## src/rtl/bus_term_rx.sv

```systemverilog
// Bus terminal receiver: destination-filtered FIFO with registered first-word fall-through head.
// Optional destination filtering is compiled in with macro BUS_TERM_RX_ADDR_FILTER_EN.
module bus_term_rx #(
  parameter int         pckg_sz   = 32,
  parameter logic [7:0] broadcast = 8'hFF,
  parameter logic [7:0] id        = 8'h00,
  parameter int         depth     = 8
) (
  input  logic                     clk,
  input  logic                     reset,
  input  logic                     push,
  input  logic [pckg_sz-1:0]       D_push,
  input  logic                     pop,
  output logic [pckg_sz-1:0]       D_pop,
  output logic                     pndng,
  output logic                     full,
  output logic [$clog2(depth):0]   count,
  output logic                     ovf,
  output logic [15:0]              drop_cnt
);

  localparam int AW = $clog2(depth);
  localparam int CW = AW + 1;
  localparam logic [CW-1:0] DEPTH_C = CW'(depth);

`ifdef BUS_TERM_RX_ADDR_FILTER_EN
  localparam bit FILTER_EN = 1'b1;
`else
  localparam bit FILTER_EN = 1'b0;
`endif

  logic [pckg_sz-1:0] mem [depth];

  logic [AW-1:0]      wr_ptr_q, wr_ptr_d;
  logic [AW-1:0]      rd_ptr_q, rd_ptr_d;
  logic [CW-1:0]      count_q, count_d;
  logic [pckg_sz-1:0] dout_q, dout_d;
  logic               ovf_q, ovf_d;
  logic [15:0]        drop_q, drop_d;

  logic [7:0]    dest;
  logic          accept;
  logic          full_w;
  logic          pndng_w;
  logic          rd_en;
  logic          wr_en;
  logic          drop;
  logic [AW-1:0] rd_next;

  assign dest    = D_push[pckg_sz-1 -: 8];
  assign accept  = !FILTER_EN || (dest == id) || (dest == broadcast);
  assign full_w  = (count_q == DEPTH_C);
  assign pndng_w = (count_q != '0);
  assign rd_en   = pop && pndng_w;
  // A pop on a full FIFO frees the slot the push lands in, so the push is kept.
  assign wr_en   = push && accept && (!full_w || rd_en);
  assign drop    = push && accept && full_w && !rd_en;
  assign rd_next = rd_ptr_q + AW'(1);

  always_comb begin
    wr_ptr_d = wr_ptr_q;
    rd_ptr_d = rd_ptr_q;
    count_d  = count_q;
    dout_d   = dout_q;
    ovf_d    = drop;
    drop_d   = drop_q;

    if (wr_en) wr_ptr_d = wr_ptr_q + AW'(1);
    if (rd_en) rd_ptr_d = rd_next;

    case ({wr_en, rd_en})
      2'b10:   count_d = count_q + CW'(1);
      2'b01:   count_d = count_q - CW'(1);
      default: count_d = count_q;
    endcase

    // Head register: next stored entry, or the incoming packet when it becomes the head.
    if (rd_en) begin
      if (count_q > CW'(1)) dout_d = mem[rd_next];
      else if (wr_en)       dout_d = D_push;
    end else if (wr_en && !pndng_w) begin
      dout_d = D_push;
    end

    if (drop && (drop_q != 16'hFFFF)) drop_d = drop_q + 16'd1;
  end

  always_ff @(posedge clk or negedge reset) begin
    if (!reset) begin
      wr_ptr_q <= '0;
      rd_ptr_q <= '0;
      count_q  <= '0;
      dout_q   <= '0;
      ovf_q    <= 1'b0;
      drop_q   <= '0;
    end else begin
      wr_ptr_q <= wr_ptr_d;
      rd_ptr_q <= rd_ptr_d;
      count_q  <= count_d;
      dout_q   <= dout_d;
      ovf_q    <= ovf_d;
      drop_q   <= drop_d;
    end
  end

  always_ff @(posedge clk) begin
    if (wr_en) mem[wr_ptr_q] <= D_push;
  end

  assign D_pop    = dout_q;
  assign pndng    = pndng_w;
  assign full     = full_w;
  assign count    = count_q;
  assign ovf      = ovf_q;
  assign drop_cnt = drop_q;

endmodule

```

## config.mk

```make
export PLATFORM = sky130hd
export DESIGN_NAME = bus_term_rx
export DESIGN_NICKNAME = d
export VERILOG_FILES = /design/src/rtl/bus_term_rx.sv
export SDC_FILE = /design/constraint.sdc
export NUM_CORES = 1
export LEC_CHECK = 0
export CAP_MARGIN = 0
export CORE_ASPECT_RATIO = 1.2
export CORE_MARGIN = 2
export CORE_UTILIZATION = 60
export CTS_BUF_LIST = sky130_fd_sc_hd__clkbuf_8
export DETAILED_ROUTE_END_ITERATION = 10
export GPL_TIMING_DRIVEN = 0
export PLACE_DENSITY = 0.81
export SYNTH_ARGS = -nofsm -noshare
export SYNTH_HDL_FRONTEND = slang
export SYNTH_SLANG_ARGS = --single-unit
```

## constraint.sdc

```tcl
create_clock -name clk -period 9.9 [get_ports clk]
set_input_delay 1.98 -clock clk [delete_from_list [all_inputs] [get_ports clk]]
set_output_delay 1.98 -clock clk [all_outputs]
set_load 0.005 [all_outputs]
```

# Word-level counts from Yosys, hierarchy flattened
# Memory sizes are Yosys's and may differ from the RTL's.
# Cells that the tools add are included.
dict set report totals {
  register_bits 59
  ram_bits 256
  input_bits 36
  out_inout_bits 55
  wordCells 39
  mem_count 1
}
# name depth width rd rd_ports_with_merged_regs write_ports line_no
set memory_table {}
lappend memory_table {mem 8 32 1 0 1 32} ;# logic [pckg_sz-1:0] mem [depth];
dict set report classes {
  addsub 5
  magnitude_cmp 1
  eq_ne 5
  n_mux 7
  n_reduce_logical 14
}
# op count
set op_table {}
lappend op_table {{32-bit two-way mux} 4}
lappend op_table {{16-bit by 1-bit adder with 16-bit output, second input constant} 1}
lappend op_table {{16-bit != test, second input constant} 1}
lappend op_table {{4-bit one-hot mux with 2 select lines} 1}
lappend op_table {{3-bit by 1-bit adder with 3-bit output, second input constant} 2}
lappend op_table {{1-bit logical AND} 6}
lappend op_table {{4-bit by 1-bit adder with 4-bit output, second input constant} 1}
lappend op_table {{4-bit == test, second input constant} 1}
lappend op_table {{4-bit by 1-bit greater-than comparator with 1-bit output, second input constant} 1}
lappend op_table {{2-bit nonzero test} 2}
lappend op_table {{4-bit nonzero test} 1}
lappend op_table {{4-bit by 1-bit subtractor with 4-bit output, second input constant} 1}
lappend op_table {{1-bit logical NOT} 3}
lappend op_table {{3-bit by 1-bit != test with 1-bit output, second input constant} 1}
lappend op_table {{2-bit by 1-bit == test with 1-bit output, second input constant} 1}
lappend op_table {{2-bit == test, second input constant} 1}
lappend op_table {{1-bit two-way mux} 2}
lappend op_table {{2-bit AND reduction} 1}
lappend op_table {{1-bit logical OR} 1}

# Logic depth before layout (Yosys ltp)
dict set report depth {
  depth_word 7
  ltp_mapped 10
  depth_no_buf 10
}

# Worst setup path after synthesis
# OpenSTA, ideal clock, no wires.
dict set report synth_timing {
  path_kind {input-to-reg}
  from {in pop}
  to {mem mem[0][0] (enable)}
  setup_time_ns 0.461
  arrival_time_ns 4.796
  required_time_ns 9.439
  slack_ns 4.643
  path_stages 4
  path_buffers 0
  path_cell_list {and4bb_1 and2b_1 nand2b_1 nor3_1}
}
dict set report synth_between {
  elab_chain_len 5
}
# element line_no
set synth_rtl {}
lappend synth_rtl {{start, declared} 13} ;# input logic pop,
lappend synth_rtl {{1-bit logical AND} 54} ;# assign rd_en = pop && pndng_w;
lappend synth_rtl {{1-bit logical OR} 56} ;# assign wr_en = push && accept && (!full_w || rd_en);
lappend synth_rtl {{1-bit logical AND} 56}
lappend synth_rtl {{1-bit two-way mux} 107} ;# if (wr_en) mem[wr_ptr_q] <= D_push;
lappend synth_rtl {{1-bit two-way mux (not written as such)} 107}
lappend synth_rtl {{end, declared} 32}
# Every way passes these cells.

# Worst setup path after layout
dict set report layout_timing {
  from {in pop}
  to {mem mem[0][2] (enable)}
}
# The elaborated chain is that of the path after synthesis.

==> impl_metrics.json <==
{
  "outcome": "complete, no violations",
  "yosysTopAreaCellShare_pct": 61.4,
  "finalMaxSlewViolations": 0,
  "area_growth_pct": 19.4,
  "clkLatencyLatePin_ns": 0.55,
  "dp.final_hpwl_um": 17500,
  "cts_buffers": 46,
  "clk_pin_slew_ns": 0.06,
  "finalCritPeriodShare_pct": 44.2,
  "drive_gt1_share_pct": 26.0,
  "nets": 928,
  "grt_pass1_vias": 8032,
  "vdd_drop_max_mv": 0.185,
  "wl_per_cell_um": 24.3,
  "hold_ws_ns": 0.499,
  "cts.htree.levels": 2,
  "setup_viol": 0,
  "die_h_um": 162,
  "worst_slew_pin_slew_ns": 0.899,
  "cts_root_buffer": "clkbuf_8",
  "fin_crit_ns": 4.37,
  "seqPwrFrac_pct": 38.2,
  "final_common_cell": "edfxtp_1",
  "endpoint_kind": "register",
  "power_mw": 4.67,
  "timing.final.hold_violations": 0,
  "utilization_pct": 73.3,
  "grt_start_max_net_pins": 60,
  "place.gp.congestion": 0.815,
  "antenna_found_initial": 0,
  "synth_area_leader_cell": "edfxtp_1",
  "postSynthAreaPerCell_um2": 17.0,
  "slew_headroom_pct": 39.8,
  "yosysUniqueCellTypes": 37,
  "mostFrequentLayoutCells": "edfxtp_1 (256), mux2_2 (130), clkdlybuf4s50_1 (89), o22ai_1 (64), dfrtp_1 (59)",
  "ys_ff_latch": 315,
  "ys_warn_count": 0,
  "startpoint_type": "primary input",
  "die_w_um": 136,
  "die_area_um2": 22000,
  "drt_wl_total_um": 28800,
  "syn_area_um2": 12500,
  "dr_total_vias": 7601,
  "start_util_pct": 61.4,
  "io_buffers": 90,
  "drtIter0Drc": 824,
  "swShare_pct": 33.8,
  "vias_per_cell": 6.40,
  "max_freq_ghz": 0.229,
  "dr.pass1.iters": 5,
  "clock_path_buffers": 3,
  "min_path_type": "reg -> reg",
  "p_switching_mw": 1.58,
  "cp.required_ns": 10.16,
  "post-route-drc-count": 0,
  "synth_area_leaders": "edfxtp_1 (61%), dfrtp_1 (12%), mux2_2 (12%), o22ai_1 (3.2%), a32oi_1 (2.2%)",
  "core_area_um2": 20400,
  "ant_nets": 0,
  "post_cts_resize_count": 0,
  "worstPathArrival_ns": 4.63,
  "p_leak_nw": 5.27,
  "post_cts_buffers": 0,
  "skew_ns": 0.0135,
  "fin_setup_tns_ns": 0,
  "clock_power_share_pct": 22.1,
  "grt.total_usage_pct": 27.2,
  "grt-ovfl-total": 0,
  "cts_tree": "built",
  "fill_cells": 1222,
  "post_dp_cell_area_um2": 14000,
  "grt_pass1_wl_um": 44900,
  "diodes": 0,
  "drv_cap": 0,
  "rows": 57,
  "cellPowerDensity_nw_per_um2": 313,
  "crit_type": "in -> reg",
  "grt_setup_unrepaired": "no",
  "synth_fp_nets": 778,
  "ctsHoldBuffers": 0,
  "syn_inst": 735,
  "ios": 91,
  "yosysSeqAreaShare_pct": 73.2,
  "numClockSinks": 315,
  "intPower_mw": 3.09,
  "power_frac_comb_pct": 39.7,
  "path_max_fanout": 9,
  "final_area_um2": 14900
}
## Yosys cell counts (all sizes together)
master / count
edfxtp: 256
ha: 7
buf: 23
clkbuf: 20
o22ai: 64
and4bb: 1
o31ai: 33
inv: 7
and3: 3
nor3: 9
and3b: 1
nand3: 5
nand4b: 1
nand2b: 4
and4: 2
xnor2: 5
mux2i: 1
a21oi: 2
dfrtp: 59
xor2: 16
nand2: 21
nor3b: 2
or2: 1
o21ai: 4
nor2: 14
nor4b: 1
a32oi: 32
nor4: 4
nand4: 5
mux2: 131
and2b: 1
## stage by stage
stage	setup WS, ns	std cells
after global placement	1.98	1090
after global routing	5.38	1187
after detailed placement	4.93	1102
after floorplan	4.64	735
after CTS	5.53	1187
final	5.53	1187
## worst paths after layout
check / slack, ns / depth (start not counted) / to / start
worst max-delay path: 5.53 / 7 / mem[0][2]$_DFFE_PP_ / pop
max in group asynchronous: 7.75 / 1 / drop_cnt[6]$_DFFE_PN0P_ / reset
worst min-delay path: 0.50 / 1 / rd_ptr_q[2]$_DFFE_PN0N_ / rd_ptr_q[2]$_DFFE_PN0N_
min in group asynchronous: 1.55 / 1 / D_pop[21]$_DFFE_PN0P_ / reset
worst min register to register: 0.50 / 1 / rd_ptr_q[2]$_DFFE_PN0N_ / rd_ptr_q[2]$_DFFE_PN0N_
worst max register to register: 6.77 / 8 / mem[0][2]$_DFFE_PP_ / count[0]$_DFFE_PN0P_
## kinds of logic after synthesis
group           count (synthesis)  share of synthesized area [%]
mux                           132                           11.9
simple gates                   75                           3.26
compound gates                135                           7.76
flops                         315                           73.2
xor+xnor                       21                           1.47
fa+ha+maj                       7                          0.699
buf+inv                        50                           1.78
## critical path: stages
cell and delay, ns:
clkdlybuf4s50_1 0.62, and4bb_1 0.30, and2b_1 0.28, nand2b_1 0.25, nor3_2 0.75, buf_6 0.27
buf_8 0.18
## routing by layer
| metal | share of wire (%) | up-vias | global-route usage [%] |
|---|---|---|---|
| met3 | 8.7 | 80 | 5.24 |
| met4 | 2.9 | 0 | 10.5 |
| met5 | 0 | - | 0 |
| li1 | - | 3249 | - |
| met1 | 37 | 3829 | 35.6 |
| met2 | 51 | 443 | 45.4 |
## final cells by class
type                    instances  area, um^2  share of cell area (%)
flip-flops and latches        315        9160                    61.3
multi-input cells             370        3190                    21.4
repair buffers                102        1100                    7.39
clock buffers                  56         771                    5.16
well taps                     265         332                    2.22
plain buffers                  43         196                    1.31
clock inverters                29         164                    1.10
inverters                       7        26.3                   0.176
## power groups by stage
stage | clock network (mW) | logic [mW] | registers [mW]
6_report | 1.03 | 1.86 | 1.78
5_1_grt | 1.10 | 1.98 | 1.80
4_1_cts | 1.04 | 1.86 | 1.78
3_5_place_dp | 0 | 1.84 | 1.81
3_3_place_gp | 0 | 1.73 | 1.81
2_1_floorplan | 0 | 1.17 | 1.79
## state kept, by name (all words and copies together), names as in the netlist
register	cells
count	4
rd_ptr_q	3
ovf	1
D_pop	32
drop_cnt	16
wr_ptr_q	3
mem	256
Power figures use the tool's default switching activity.
==> RTL edit 1: new RTL, same flow settings <==
The output `ovf` loses its register stage (`ovf_q` becomes a continuous assignment).
--- a/src/rtl/bus_term_rx.sv
+++ b/src/rtl/bus_term_rx.sv
@@ -91,17 +91,17 @@
       rd_ptr_q <= '0;
       count_q  <= '0;
       dout_q   <= '0;
-      ovf_q    <= 1'b0;
       drop_q   <= '0;
     end else begin
       wr_ptr_q <= wr_ptr_d;
       rd_ptr_q <= rd_ptr_d;
       count_q  <= count_d;
       dout_q   <= dout_d;
-      ovf_q    <= ovf_d;
       drop_q   <= drop_d;
     end
   end
+
+  assign ovf_q = ovf_d;
 
   always_ff @(posedge clk) begin
     if (wr_en) mem[wr_ptr_q] <= D_push;
Formal check against the unedited RTL: no difference found for any inputs over 4 cycles, from zero or initial values and one cycle with reset low; that may be too few to reach the edited logic, so the function may still have changed.
==> RTL edit 1 against the unedited design <==
  * Clock skew rose by 0.0064 ns
  * Routed wire length rose by 0.38%
  * Sequential cell count fell by 1
  * Area after synthesis fell by 0.20%
  * Total power fell by 1.8%
  * Largest power group unchanged
  * Count of clock-buffer cells in the layout fell by 3
  * Global-route usage fell by 0.41 points
  * Worst setup slack got worse by 1.3 ns
  * Non-clock buffer count rose by 1
  * Die area fell by 0.20%
  * Design area fell by 0.78%
  * Largest cell class unchanged
  * Critical path type is now primary input to output pin
==> RTL edit 1: results (changes against the unedited design) <==
Hpwl dp: 17.8 mm (+1.8%)
Pin count of the biggest net entering global routing: 59 (-1.7%)
CP peak stage delay: 0.54 ns (-0.21 ns)
Worst-margin pin slew: 0.914 ns (+0.0156 ns)
Synth top area cells: edfxtp_1 62%, mux2_2 12%, dfrtp_1 12%, o22ai_1 3.2%, a32oi_1 2.2%
Pint: 3.01 mW (-2.7%)
Slowest stage cell, crit path: clkdlybuf4s50_1
Syn_nets: 777 (-0.13%)
Clock buffers: 53 (-5.4%)
Pre-CTS setup slack: 4.20 ns (-0.733 ns)
Leakage: 5.20 nW (-1.3%)
Arrival time worst endpoint: 3.74 ns (-0.89 ns)
R2r setup slk: 6.82 ns (+0.05 ns)
Capturing point of the worst reg2reg path: mem[1][26]
GRT Total Usage: 26.8% (-0.41 points)
Largest fanout on the critical path: 10 (+1)
ANT cells: 1 (+1)
Net count, final: 927 (-0.11%)
NonClk Buf Share: 8.70% (about the same)
Clock skew: 0.0199 ns (+0.00640 ns)
Seq cells post-synth: 314 (-0.32%)
Seq/Total Area, Yosys: 73.1% (about the same)
Met2 usage: 45.2% (-0.18 points)
Vias in the first global route: 8025 (-0.087%)
CTS buffer count: 45 (-2.2%)
CP top delay family: buffers and inverters
Post-DP Area: 14000 sq um (-0.26%)
Worst skew pair latency: 0.56 ns
Detailed-route wire length per cell: 24.4 um (+0.55%)
Initial DRC Count: 770 (-6.6%)
Final Util: 73.0% (-0.32 points)
Hold Slack: 0.508 ns (+0.00828 ns)
Clock power frac: 21.0% (-1.1 points)
Fraction of area in multi-input gates: 21.5% (+0.17 points)
Gate Count Post-Synth: 734 (-0.14%)
Most frequent cells after synthesis: 256 x edfxtp_1, 130 x mux2_2, 64 x o22ai_1
Peak supply drop: 0.155 mV (-16%)
Final std cells w/o fill: 1185 (-0.17%)
Fill cell count: 1186 (-2.9%)
Switching pwr: 1.58 mW (about the same)
Met3 Use GR: 4.93% (-0.31 points)
First-pass GRT wire length: 44.3 mm (-1.4%)
Status: complete, no violations
Count of plain and timing-repair buffers: 146 (+0.69%)
Register area: 9140 sq um (-0.27%)
Vias/cell: 6.30 (-1.6%)
Met1 GRT Util: 34.4% (-1.2 points)
Initial antenna violation count: 1 (+1)
Clock-cell share of area: 5.74% (-0.51 points)
Asr flop ratio synth: 18.5% (-0.26 points)
-- RTL edit 1: cell count changes after synthesis --
cell / delta
dfrtp_1: -1
-- RTL edit 1: routing by layer --
layer	part of all wire, %	up-vias
li1	-	3244
met1	38	3760
met2	51	382
met3	8.2	80
met4	3.0	0
met5	0	-
-- RTL edit 1: worst max-delay path by stage --
| stage | endpoint | startpoint | slack, ns | cells past startpoint |
|---|---|---|---|---|
| 2_1_floorplan | mem[0][0] | pop | 4.64 | 4 |
| 3_3_place_gp | mem[1][16] | pop | 1.85 | 5 |
| 3_5_place_dp | ovf | pop | 4.20 | 6 |
| 4_1_cts | ovf | pop | 4.19 | 6 |
| 5_1_grt | ovf | pop | 4.14 | 6 |
| 6_report | ovf | pop | 4.18 | 6 |
-- RTL edit 1: logic make-up after synthesis --
logic type / after synthesis / synth area share (%)
fa+ha+maj: 7 / 0.701
mux: 132 / 11.9
flops: 314 / 73.1
buf+inv: 50 / 1.78
simple gates: 75 / 3.26
compound gates: 135 / 7.78
xor+xnor: 21 / 1.47
==> RTL edit 2: new RTL, same settings <==
Made on the original files. The localparam `FILTER_EN` goes from 1'b0 to 1'b1.
--- a/src/rtl/bus_term_rx.sv
+++ b/src/rtl/bus_term_rx.sv
@@ -26,7 +26,7 @@
 `ifdef BUS_TERM_RX_ADDR_FILTER_EN
   localparam bit FILTER_EN = 1'b1;
 `else
-  localparam bit FILTER_EN = 1'b0;
+  localparam bit FILTER_EN = 1'b1;
 `endif
 
   logic [pckg_sz-1:0] mem [depth];
Check against the original RTL: not equivalent (Yosys sat finds a counterexample within 4 cycles, from zero or initial values and one cycle with reset low).
==> RTL edit 2 against the unedited design <==
  * Critical path type unchanged
  * Sequential cell count is the same
  * Clock skew rose by 0.023 ns
  * Worst setup slack got worse by 0.58 ns
  * Area after synthesis barely moved
  * Combinational power decreased by 32%
  * Design area down 0.60%
  * Total power shrank 19%
  * Routed wire length shrank 9.5%
  * Clock power is 9.6% lower
==> RTL edit 2: results (changes against the unedited design) <==
Status: complete, no violations
Most frequent cells after synthesis: 256 x edfxtp_1, 59 x dfrtp_1, 57 x mux4_2
CTS root buffer: clkbuf_8
Distinct cell type count after synthesis: 52 (+41%)
Final weighted congestion of routability-driven global placement: 0.796 (-2.4%)
DR pass1 iterations: 7 (+2)
Vias in the first global route: 7049 (-12%)
Hold Startpoint: drop_cnt[6]
Arrival time worst endpoint: 5.22 ns (+0.59 ns)
Capturing point of the worst reg2reg path: mem[0][11]
Asr flop ratio synth: 18.7% (unchanged)
Worst slew margin: 41.6% (+1.8 points)
Synth top area cells: edfxtp_1 61%, dfrtp_1 12%, mux4_2 10%, mux2i_1 2.2%, a222oi_1 1.9%
Worst R2R Path Depth: 7 (-1)
Hpwl dp: 17.0 mm (-2.9%)
Detailed-route wire length per cell: 24.4 um (+0.48%)
Seq/Total Area, Yosys: 73.2% (about the same)
Worst Hold Path EP: drop_cnt[6]
Initial DRC Count: 778 (-5.6%)
Post-DP Area: 14000 sq um (+0.16%)
Peak supply drop: 0.158 mV (-15%)
Leakage: 5.20 nW (-1.3%)
Synth Area in XOR/XNOR: 1.60% (+0.13 points)
CTS sink cnt: 315 (unchanged)
Worst skew pair latency: 0.57 ns (+0.02 ns)
First-pass GRT wire length: 40.2 mm (-11%)
R2r setup slk: 6.78 ns (about the same)
Clock skew: 0.0367 ns (+0.0233 ns)
GRT Total Usage: 24.8% (-2.4 points)
Net count, final: 813 (-12%)
Yosys warns: 0 (unchanged)
Post-synthesis compound-gate area fraction: 3.76% (-4.0 points)
CTS buffer count: 46 (unchanged)
Pin count of the biggest net entering global routing: 60 (unchanged)
IO buf count: 90 (unchanged)
PostCTS Resize Cnt: 0 (unchanged)
Max clock buf depth: 3 (unchanged)
Syn_nets: 663 (-15%)
Total number of vias: 6664 (-12%)
Largest fanout on the critical path: 10 (+1)
Proportion of synthesized area in mux cells: 14.9% (+3.0 points)
Fraction of final layout cells sized beyond drive strength 1: 22.5% (-3.5 points)
Hold Slack: 0.500 ns (+0.000407 ns)
Adder-Cell Fraction of Synth Area: 0.700% (about the same)
-- RTL edit 2: cells by family (layout without fill, tap and decap cells) --
logic type	after synthesis	after routing
flops	315	315
mux	101	101
simple gates	71	71
buf+inv	57	241
compound gates	47	47
xor+xnor	22	22
fa+ha+maj	7	7
-- RTL edit 2: how the worst max path moves through the flow --
stage	from	end	depth (start not counted)
after floorplan	D_push[24]	mem[0][0]	5
after detailed placement	D_push[29]	mem[0][10]	8
final	D_push[28]	mem[0][11]	8
after global placement	D_push[28]	mem[0][9]	6
after global routing	D_push[28]	mem[1][11]	8
after CTS	D_push[28]	mem[0][11]	8
-- RTL edit 2: per-layer routing --
| layer | global-route usage [%] | routed length (um) |
|---|---|---|
| met2 | 41.4 | 13600 |
| met3 | 4.90 | 2090 |
| met1 | 32.9 | 9780 |
| met5 | 0 | 0 |
| met4 | 9.09 | 605 |
-- RTL edit 2: cell type report --
class / instances / area (sq um)
Inverter: 31 / 116
Sequential cell: 315 / 9160
Clock inverter: 33 / 148
Timing Repair Buffer: 102 / 1130
Buffer: 26 / 206
Tap cell: 265 / 332
Fill cell: 1190 / 5540
Clock buffer: 49 / 674
Multi-Input combinational cell: 248 / 3090
-- RTL edit 2: stage by stage --
step	std cells	setup slack, ns	power (mW)
2_1_floorplan	620	4.24	2.43
3_3_place_gp	975	1.34	2.82
3_5_place_dp	987	4.38	2.87
4_1_cts	1069	4.97	3.80
5_1_grt	1069	4.83	3.94
6_report	1069	4.94	3.77
-- RTL edit 2: power by group --
group	switching (mW)	internal (mW)	total [mW]
clock	0.471	0.460	0.931
sequential	0.0663	1.52	1.59
combinational	0.592	0.664	1.26
total	1.13	2.64	3.77
-- RTL edit 2: critical path: stages --
cell	delay (ns)
clkdlybuf4s50_1	0.59
nor4_2	0.54
and2_1	0.22
o21ai_1	0.19
or3_1	0.57
nor3_2	0.70
buf_6	0.26
buf_8	0.16
